--- src/rtl/fu_md_pkg.sv ---
// -----------------------------------------------------------------------------
// fu_md_pkg
// Shared types for the RV32M multiply/divide functional unit.
//   md_opcode_t : 3-bit uop opcode as issued by the integer reservation station
//   fu_md_reg_t : the uop fields held by the unit while it is in flight
// The tag widths below are the widths the fu_md parameters default to.
// -----------------------------------------------------------------------------
package fu_md_pkg;

    localparam int ROB_IDX_W = 5;
    localparam int PRF_IDX_W = 6;
    localparam int ARF_IDX_W = 5;
    localparam int XLEN      = 32;

    typedef enum logic [2:0] {
        OP_MUL    = 3'd0,
        OP_MULH   = 3'd1,
        OP_MULHSU = 3'd2,
        OP_MULHU  = 3'd3,
        OP_DIV    = 3'd4,
        OP_DIVU   = 3'd5,
        OP_REM    = 3'd6,
        OP_REMU   = 3'd7
    } md_opcode_t;

    typedef struct packed {
        logic [ROB_IDX_W-1:0] rob_id;
        logic [PRF_IDX_W-1:0] rd_phy;
        logic [ARF_IDX_W-1:0] rd_arch;
        md_opcode_t           fu_opcode;
        logic [XLEN-1:0]      rs1_value;
        logic [XLEN-1:0]      rs2_value;
    } fu_md_reg_t;

    function automatic logic is_div_op(md_opcode_t op);
        return (op == OP_DIV) || (op == OP_DIVU) || (op == OP_REM) || (op == OP_REMU);
    endfunction

    function automatic logic is_signed_div(md_opcode_t op);
        return (op == OP_DIV) || (op == OP_REM);
    endfunction

    function automatic logic is_rem_op(md_opcode_t op);
        return (op == OP_REM) || (op == OP_REMU);
    endfunction

endpackage

--- src/rtl/md_divider_step.sv ---
// -----------------------------------------------------------------------------
// md_divider_step
// One combinational step of unsigned restoring division.
//   rem_in   : partial remainder from the previous step (always < divisor)
//   dvd_bit  : next dividend bit, MSB first
//   divisor  : unsigned divisor (non-zero)
//   rem_out  : partial remainder after the step
//   q_bit    : quotient bit produced by the step
// -----------------------------------------------------------------------------
module md_divider_step (
    input  logic [31:0] rem_in,
    input  logic        dvd_bit,
    input  logic [31:0] divisor,
    output logic [31:0] rem_out,
    output logic        q_bit
);

    logic [32:0] shifted;
    logic [32:0] diff;

    // Because rem_in < divisor, the shifted value is < 2*divisor: a successful
    // subtraction always leaves bit 32 clear, and a failed one always wraps
    // with bit 32 set, so bit 32 of the difference acts as the borrow.
    always_comb begin
        shifted = {rem_in, dvd_bit};
        diff    = shifted - {1'b0, divisor};
        q_bit   = ~diff[32];
        rem_out = q_bit ? diff[31:0] : shifted[31:0];
    end

endmodule

--- src/rtl/fu_md.sv ---
// -----------------------------------------------------------------------------
// fu_md
// RV32M integer multiply/divide functional unit. One uop in flight at a time.
// Multiplies finish in a fixed two cycles, divides iterate 32 restoring steps,
// divide-by-zero and signed overflow are resolved at accept. Each result is
// broadcast on the CDB for exactly one cycle.
// Ports:
//   clk, rst (synchronous, active-low)
//   md_rs_valid / fu_md_ready        : issue handshake
//   rob_id, rd_phy, rd_arch          : uop tags
//   fu_opcode, rs1_value, rs2_value  : operation and operands
//   cdb_valid, cdb_rob_id, cdb_rd_phy, cdb_rd_arch, cdb_rd_value : broadcast
// -----------------------------------------------------------------------------
module fu_md
    import fu_md_pkg::*;
#(
    parameter int ROB_IDX = ROB_IDX_W,
    parameter int PRF_IDX = PRF_IDX_W,
    parameter int ARF_IDX = ARF_IDX_W
) (
    input  logic               clk,
    input  logic               rst,
    input  logic               md_rs_valid,
    output logic               fu_md_ready,
    input  logic [ROB_IDX-1:0] rob_id,
    input  logic [PRF_IDX-1:0] rd_phy,
    input  logic [ARF_IDX-1:0] rd_arch,
    input  logic [2:0]         fu_opcode,
    input  logic [31:0]        rs1_value,
    input  logic [31:0]        rs2_value,
    output logic               cdb_valid,
    output logic [ROB_IDX-1:0] cdb_rob_id,
    output logic [PRF_IDX-1:0] cdb_rd_phy,
    output logic [ARF_IDX-1:0] cdb_rd_arch,
    output logic [31:0]        cdb_rd_value
);

    typedef enum logic [1:0] {
        ST_IDLE = 2'd0,
        ST_MUL  = 2'd1,
        ST_DIV  = 2'd2,
        ST_DONE = 2'd3
    } fu_md_state_t;

    fu_md_state_t state_q, state_d;
    logic [4:0]   step_cnt;
    fu_md_reg_t   uop_q;

    logic [31:0]  rem_q;   // partial remainder
    logic [31:0]  dvd_q;   // dividend shifts out MSB-first, quotient shifts in LSB
    logic [31:0]  dvs_q;   // magnitude of the divisor

    logic [31:0]  step_rem;
    logic         step_qbit;

    function automatic logic [31:0] abs_val(input logic [31:0] v, input logic is_signed);
        return (is_signed && v[31]) ? (32'd0 - v) : v;
    endfunction

    function automatic logic [31:0] neg_if(input logic [31:0] v, input logic neg);
        return neg ? (32'd0 - v) : v;
    endfunction

    // ---------------- issue-side decode ----------------
    md_opcode_t  op_in;
    logic        accept;
    logic        in_div, in_signed, in_rem;
    logic        special;
    logic [31:0] special_value;

    always_comb begin
        op_in     = md_opcode_t'(fu_opcode);
        accept    = md_rs_valid && fu_md_ready;
        in_div    = is_div_op(op_in);
        in_signed = is_signed_div(op_in);
        in_rem    = is_rem_op(op_in);
        special   = 1'b0;
        special_value = '0;
        if (in_div) begin
            if (rs2_value == 32'd0) begin
                special       = 1'b1;
                special_value = in_rem ? rs1_value : 32'hFFFF_FFFF;
            end else if (in_signed && rs1_value == 32'h8000_0000 && rs2_value == 32'hFFFF_FFFF) begin
                special       = 1'b1;
                special_value = in_rem ? 32'd0 : 32'h8000_0000;
            end
        end
    end

    // ---------------- multiply datapath ----------------
    // The 33-bit sign/zero-extended operands are widened to 64 bits; the low
    // 64 bits of that product equal the 66-bit product truncated to 64 bits.
    logic signed [63:0] mul_a, mul_b, mul_prod;
    logic [31:0]        mul_result;
    logic               a_sgn, b_sgn;

    always_comb begin
        a_sgn = (uop_q.fu_opcode != OP_MULHU);
        b_sgn = (uop_q.fu_opcode == OP_MUL) || (uop_q.fu_opcode == OP_MULH);
        mul_a = a_sgn ? {{32{uop_q.rs1_value[31]}}, uop_q.rs1_value} : {32'd0, uop_q.rs1_value};
        mul_b = b_sgn ? {{32{uop_q.rs2_value[31]}}, uop_q.rs2_value} : {32'd0, uop_q.rs2_value};
        mul_prod   = mul_a * mul_b;
        mul_result = (uop_q.fu_opcode == OP_MUL) ? mul_prod[31:0] : mul_prod[63:32];
    end

    // ---------------- divide datapath ----------------
    md_divider_step u_step (
        .rem_in  (rem_q),
        .dvd_bit (dvd_q[31]),
        .divisor (dvs_q),
        .rem_out (step_rem),
        .q_bit   (step_qbit)
    );

    logic [31:0] div_result;
    logic        q_neg, r_neg;

    // Sign fix-up applied to the final step's outputs as the FSM enters DONE.
    always_comb begin
        q_neg = is_signed_div(uop_q.fu_opcode) && (uop_q.rs1_value[31] ^ uop_q.rs2_value[31]);
        r_neg = is_signed_div(uop_q.fu_opcode) && uop_q.rs1_value[31];
        div_result = is_rem_op(uop_q.fu_opcode) ? neg_if(step_rem, r_neg)
                                                : neg_if({dvd_q[30:0], step_qbit}, q_neg);
    end

    // ---------------- FSM next state ----------------
    logic load_cdb;

    always_comb begin
        state_d  = state_q;
        load_cdb = 1'b0;
        case (state_q)
            ST_IDLE: begin
                if (accept) begin
                    if (!in_div) begin
                        state_d = ST_MUL;
                    end else if (special) begin
                        state_d  = ST_DONE;
                        load_cdb = 1'b1;
                    end else begin
                        state_d = ST_DIV;
                    end
                end
            end
            ST_MUL: begin
                state_d  = ST_DONE;
                load_cdb = 1'b1;
            end
            ST_DIV: begin
                if (step_cnt == 5'd31) begin
                    state_d  = ST_DONE;
                    load_cdb = 1'b1;
                end
            end
            ST_DONE: state_d = ST_IDLE;
            default: state_d = ST_IDLE;
        endcase
    end

    assign fu_md_ready = (state_q == ST_IDLE);
    assign cdb_valid   = (state_q == ST_DONE);

    // ---------------- control registers ----------------
    always_ff @(posedge clk) begin
        if (!rst) begin
            state_q      <= ST_IDLE;
            step_cnt     <= 5'd0;
            cdb_rob_id   <= '0;
            cdb_rd_phy   <= '0;
            cdb_rd_arch  <= '0;
            cdb_rd_value <= '0;
        end else begin
            state_q  <= state_d;
            step_cnt <= (state_q == ST_DIV) ? step_cnt + 5'd1 : 5'd0;
            if (load_cdb) begin
                if (state_q == ST_IDLE) begin
                    // special case: result and tags straight from the issue port
                    cdb_rob_id   <= rob_id;
                    cdb_rd_phy   <= rd_phy;
                    cdb_rd_arch  <= rd_arch;
                    cdb_rd_value <= special_value;
                end else begin
                    cdb_rob_id   <= uop_q.rob_id;
                    cdb_rd_phy   <= uop_q.rd_phy;
                    cdb_rd_arch  <= uop_q.rd_arch;
                    cdb_rd_value <= (state_q == ST_MUL) ? mul_result : div_result;
                end
            end
        end
    end

    // ---------------- data registers ----------------
    always_ff @(posedge clk) begin
        if (accept) begin
            uop_q.rob_id    <= rob_id;
            uop_q.rd_phy    <= rd_phy;
            uop_q.rd_arch   <= rd_arch;
            uop_q.fu_opcode <= op_in;
            uop_q.rs1_value <= rs1_value;
            uop_q.rs2_value <= rs2_value;
            rem_q           <= 32'd0;
            dvd_q           <= abs_val(rs1_value, in_signed);
            dvs_q           <= abs_val(rs2_value, in_signed);
        end else if (state_q == ST_DIV) begin
            rem_q <= step_rem;
            dvd_q <= {dvd_q[30:0], step_qbit};
        end
    end

endmodule

--- config.mk ---
export PLATFORM = sky130hd
export DESIGN_NAME = fu_md
export DESIGN_NICKNAME = d
export VERILOG_FILES = /design/src/rtl/fu_md_pkg.sv /design/src/rtl/md_divider_step.sv /design/src/rtl/fu_md.sv
export SDC_FILE = /design/constraint.sdc
export NUM_CORES = 2
export LEC_CHECK = 0
export CELL_PAD_IN_SITES_DETAIL_PLACEMENT = 1
export CELL_PAD_IN_SITES_GLOBAL_PLACEMENT = 1
export CORE_MARGIN = 5
export CORE_UTILIZATION = 41
export CTS_CLUSTER_SIZE = 30
export DETAILED_ROUTE_END_ITERATION = 6
export PLACE_DENSITY = 0.74
export SYNTH_ARGS = -nofsm -noshare
export SYNTH_HDL_FRONTEND = slang
export SYNTH_SLANG_ARGS = --single-unit
--- constraint.sdc ---
create_clock -name clk -period 9.6 [get_ports clk]
set_input_delay 1.92 -clock clk [delete_from_list [all_inputs] [get_ports clk]]
set_output_delay 1.92 -clock clk [all_outputs]
set_load 0.005 [all_outputs]
Yosys cells after proc, flatten, opt, wreduce, memory -nomap -nowiden
Index checks and enable logic that the tools add are counted.
{"block": "word_totals", "ff_bits": 234, "inputBits": 86}
{"block": "classes", "add_sub_neg": 6, "mul": 1, "n_eq_ne": 17, "n_mux": 34, "bitwise_logic": 2, "n_reduce_logical": 21}
{"cell": "32-bit 2-to-1 mux", "n": 16}
{"cell": "64-bit 2-to-1 mux", "n": 2}
{"cell": "1-bit by 32-bit subtractor with 32-bit output, first input constant", "n": 4}
{"cell": "32-bit == test, second input constant", "n": 2}
{"cell": "64-bit by 64-bit multiplier with 64-bit output", "n": 1}
{"cell": "33-bit by 32-bit subtractor with 33-bit output", "n": 1}
{"cell": "32-bit zero test", "n": 1}
{"cell": "3-bit == test, second input constant", "n": 7}
{"cell": "5-bit 2-to-1 mux", "n": 2}
{"cell": "1-bit logical OR", "n": 8}
{"cell": "1-bit 2-to-1 mux", "n": 8}
{"cell": "2-bit one-hot mux with 4 select lines", "n": 1}
{"cell": "1-bit logical AND", "n": 7}
{"cell": "2-bit 2-to-1 mux", "n": 3}
{"cell": "6-bit 2-to-1 mux", "n": 1}
{"cell": "5-bit by 1-bit adder with 5-bit output, second input constant", "n": 1}
{"cell": "5-bit == test, second input constant", "n": 1}
{"cell": "2-bit == test, second input constant", "n": 2}
{"cell": "2-bit AND reduction", "n": 2}
{"cell": "3-bit by 1-bit == test with 1-bit output, second input constant", "n": 1}
{"cell": "3-bit zero test", "n": 1}
{"cell": "3-bit by 2-bit != test with 1-bit output, second input constant", "n": 1}
{"cell": "1-bit one-hot mux with 3 select lines", "n": 1}
{"cell": "2-bit by 1-bit == test with 1-bit output, second input constant", "n": 1}
{"cell": "6 further kinds", "n": 6}

Longest topological paths before layout
{"block": "depth", "ltp_word": 11, "depth_mapped": 40, "ltp_nobuf": 37}

Cells and area by module
From an unflattened synthesis, not the netlist that was laid out.
{"block": "unflattened", "hier_cells": 6679, "area_unflattened_um2": 62454.9}
{"mod": "fu_md", "instances": 1, "cells_per_inst": 6374, "area_each_um2": 60096.4}
{"mod": "md_divider_step", "instances": 1, "cells_per_inst": 305, "area_each_um2": 2358.5}

Worst setup path before layout
Ideal clock, no wire load.
{"block": "synth_path", "kind": "flip-flop to flip-flop", "from": "register uop_q[66] in the netlist's numbering", "to": "register cdb_rd_value[31]", "setup_time_ns": 0.136, "arrival_ns": 9.213, "required_time_ns": 9.464, "setup_slack_ns": 0.252, "path_stages_with_launch": 35, "n_path_buf": 4, "synth_period_minus_slack_ns": 9.348, "path_cell_list": "edfxtp_1 -> clkbuf_1 -> nor2_1 -> and2_1 -> clkbuf_1 -> clkbuf_1 -> nand2_1 -> fa_1 -> inv_1 -> fa_1 -> inv_1 -> fa_1 -> fa_1 -> fa_1 -> fa_1 -> inv_1 -> fa_1 -> fa_1 -> fa_1 -> inv_1 -> fa_1 -> inv_1 -> ha_1 -> clkbuf_1 -> a21o_1 -> a21oi_1 -> o221ai_1 -> a211oi_1 -> o31ai_1 -> a41oi_1 -> o21ai_0 -> a221oi_1 -> xnor2_1 -> a221oi_1 -> a211oi_2"}
{"block": "synth_between", "elab_chain_len": 7, "elab_cells_between_ends": 20, "classes_between": "1 x mul; 5 x eq/ne; 8 x mux; 6 x reduce/logical"}
{"element": "start, declared", "line_no": "fu_md.sv:47", "rtl": "fu_md_reg_t uop_q;"}
{"element": "3-bit by 1-bit == test with 1-bit output, or another cell as far along", "line_no": "fu_md.sv:99", "rtl": "b_sgn = (uop_q.fu_opcode == OP_MUL) || (uop_q.fu_opcode == OP_MULH);"}
{"element": "1-bit logical OR, on equally long branches", "line_no": "fu_md.sv:99, fu_md_pkg.sv:40"}
{"element": "64-bit 2-to-1 mux, or another cell as far along", "line_no": "fu_md.sv:101", "rtl": "mul_b = b_sgn ? {{32{uop_q.rs2_value[31]}}, uop_q.rs2_value} : {32'd0, uop_q.rs2_value};"}
{"element": "64-bit by 64-bit multiplier with 64-bit output / 32-bit 2-to-1 mux (equally long branches)", "line_no": "fu_md.sv:102, fu_md.sv:61"}
{"element": "32-bit 2-to-1 mux, on equally long branches", "line_no": "fu_md.sv:103, fu_md.sv:122"}
{"element": "32-bit 2-to-1 mux *", "line_no": "fu_md.sv:186", "rtl": "cdb_rd_value <= (state_q == ST_MUL) ? mul_result : div_result;"}
{"element": "32-bit 2-to-1 mux *", "line_no": "fu_md.sv:176", "rtl": "if (state_q == ST_IDLE) begin"}
{"element": "end signal, assigned", "line_no": "fu_md.sv:181", "rtl": "cdb_rd_value <= special_value;"}
{"element": "end signal, assigned", "line_no": "fu_md.sv:186"}
{"element": "end, declared", "line_no": "fu_md.sv:35", "rtl": "output logic [31:0] cdb_rd_value"}
Every way passes the cells marked *; elsewhere a longest branch is shown, timed or not.
A chain may end at the register's enable or synchronous reset.

Worst setup path in the final report
{"block": "layout_path", "from": "register uop_q[65] in the netlist's numbering", "to": "register cdb_rd_value[8]"}
Same word-level chain as after synthesis.

==> results.toml <==
[route]
vias_per_cell = 5.462
vias = 48420
routed_wl_um = 219200
wl_per_cell_um = 24.72
drt_pass1_iterations = 5
first_iter_violations = 3537
drc = 0
drtAntennaViolNets = 0

[worst_setup_path]
cp_top_family = "adder cells"
r2r-end = "cdb_rd_value[8]"
startpoint = "uop_q[65]"
timing.rr.start = "uop_q[65]"
crit_end = "cdb_rd_value[8]"
regToRegSetupSlack_ns = 0.19
slowest_delay_ns = 0.60
cp_max_fo = 10
slowest_stage = "fa_1"
cp.buffers_inverters = 7
reg2regPathDepth = 30
worst_ep_required_time_ns = 10.08
cp-start-kind = "flop"
endpoint_kind = "flop"
criticalPathCategory = "reg2reg"
arrival_ns = 9.89
worst-path-stages = 30
cp_common_cell = "fa_1"

[clocking]
clk_latency_ns = 0.60
ctsHtreeMaxLevel = 1
cts_made_buffers = 26
root_buffer = "clkbuf_16"
cts_tree = "done"
cts_sinks = 233
cts.path.max_buffers = 3
clk_pin_slew_ns = 0.07

[logic_synthesis]
synthArstFlopShare_pct = 0
yosysTopAreaCell = "fa_1"
avgSynthCellArea_um2 = 9.210
synthesis.area_um2 = 62370
synthFlopType = "edfxtp_1"
yosys_warnings = 0
synth_cell_types = 79
synth-edff-count = 146
synth_seq_cells = 233
syn_nets = 8672
synth_top_area_share_pct = 45.64
yosysSeqAreaShare_pct = 9.822
synth.area.top_cells = "fa_1, inv_1, ha_1"
synth_cells = 6772

[layout]
seq_area_um2 = 6126
final_cell_area_um2 = 68540
area_growth_pct = 9.901
drive_above_1_share_pct = 5.329
layout.cells.non_filler = 8866
fill_cells = 17410
multi_input_area_um2 = 49200
fin_nets = 8712

[sta]
finalSetupTns_ns = 0
maxSlewHeadroom_pct = 17.81
slew_viol_final = 0
rsz0062_at_grt = "true"
setup_viol = 0
worst_slew_pin_slew_ns = 1.222
fin_crit_ns = 9.406
hold_viol = 0
fin_skew_ns = 0.05014
max_freq_mhz = 106.3
period_share_pct = 97.98
fin_ws_ns = 0.1938

[floorplanning]
die_y_um = 400.0
dieWidth_um = 400.0
rows = 143
initial_utilization_pct = 41.15
core_area_um2 = 151500
ioPinCount = 136
die_area_um2 = 160000

[flow_run]
cap_violations = 0

[placed_design]
place_area_um2 = 67280
dp.cells = 8807
port_buffers = 135
dpl_worst_slack_ns = -0.03558
place_congestion = 0.9650
dp_hpwl_um = 178900

[global_route]
grt_first_pass_wirelength_um = 338200
grt_pass1_vias = 55080
grt_usage_pct = 27.86
grt_max_degree = 209
antenna_found_initial = 10
gr-total-overflow = 0

[worst_hold_path]
worstHoldStart = "step_cnt[0]"
whs_path_depth = 1
hp-class = "reg2reg"

[status]
status = "finished clean"
==> registers in the layout (all words and copies together), names as in the netlist <==
register / cells
uop_q: 83
cdb_rd_value: 32
dvd_q: 32
rem_q: 32
dvs_q: 31
cdb_rd_phy: 6
cdb_rd_arch: 5
cdb_rob_id: 5
step_cnt: 5
state_q: 2
==> how the worst min path moves through the flow <==
stage,to,slack [ns]
2_1_floorplan,step_cnt[0],0.42
3_3_place_gp,step_cnt[0],0.43
3_5_place_dp,step_cnt[0],0.46
4_1_cts,step_cnt[0],0.47
5_1_grt,step_cnt[0],0.48
6_report,step_cnt[0],0.46
==> synth_stat cells (14+ instances only) <==
| cell type | instances |
|---|---|
| a31oi_1 | 50 |
| nand3_1 | 45 |
| and2_1 | 431 |
| nor2b_1 | 15 |
| or3_1 | 21 |
| o31ai_1 | 19 |
| xor2_1 | 94 |
| inv_1 | 1620 |
| xnor2_1 | 167 |
| a21oi_1 | 206 |
| o21a_1 | 15 |
| o41ai_1 | 14 |
| o21ai_0 | 186 |
| a21o_1 | 55 |
| clkbuf_1 | 308 |
| mux2i_1 | 40 |
| nand4_1 | 25 |
| nor3_1 | 48 |
| fa_1 | 1422 |
| buf_1 | 17 |
| a211oi_1 | 47 |
| nand2b_1 | 19 |
| ha_1 | 392 |
| o211ai_1 | 29 |
| nor2_1 | 217 |
| and3_1 | 29 |
| nor4_1 | 19 |
| nand2_1 | 825 |
| edfxtp_1 | 146 |
| dfxtp_1 | 87 |
==> timing repair <==
| item | in CTS | in global routing |
|---|---|---|
| cloned | 0 | 1 |
| setup buffers | 0 | 6 |
| resized for setup | 2 | 91 |
| setup endpoints to repair | 1 | 25 |
| hold buffers | 0 | 0 |
| pin swaps | 0 | 31 |
==> logic make-up after synthesis <==
family                     after synthesis  share of synthesized area (%)
adders and majority gates             1816                          53.54
buffers and inverters                 1952                          11.76
xor gates and xnor gates               261                          3.665
DFF                                    233                          9.822
muxes                                   41                         0.6600
and+or+nand+nor                       1731                          13.08
AOI/OAI and AO/OA                      738                          7.473
==> final cells by class <==
type | instances | area share, %
Antenna cell | 5 | 0.01825
Inverter | 1621 | 8.883
Multi-Input combinational cell | 4587 | 71.77
Clock inverter | 18 | 0.3176
Clock buffer | 29 | 0.9949
Timing Repair Buffer | 343 | 5.369
Sequential cell | 233 | 8.937
Tap cell | 2030 | 3.706
==> metal layers <==
layer | part of all wire, % | track usage (%) | routed length, µm | vias to the layer above
li1 | - | - | - | 20500
met1 | 41 | 37.17 | 89540 | 25740
met2 | 48 | 46.63 | 104400 | 1779
met3 | 7.9 | 4.946 | 17270 | 399
met4 | 3.6 | 8.304 | 7930 | 6
met5 | 0.018 | 0 | 39 | -
==> stage by stage <==
stage                     util (%)  hold WS [ns]
after floorplan                  -        0.4175
after global placement       44.39        0.4324
after detailed placement     44.39        0.4554
after CTS                    44.99        0.4696
after global routing         45.22        0.4810
final                        45.23        0.4644
==> placed cells by master, fill, tap and decap left out, types with 135 or more instances in the layout <==
cell             count
o21ai_0            177
fa_1              1401
ha_1               387
nor2_1             215
nand2_1            818
clkdlybuf4s50_1    135
buf_4              146
edfxtp_1           146
a21oi_1            197
xnor2_1            167
and2_1             427
inv_1             1612
Power is left out: the tool's default activity adds up to more than one toggle a clock period on the data nets, which glitch-free logic cannot reach.
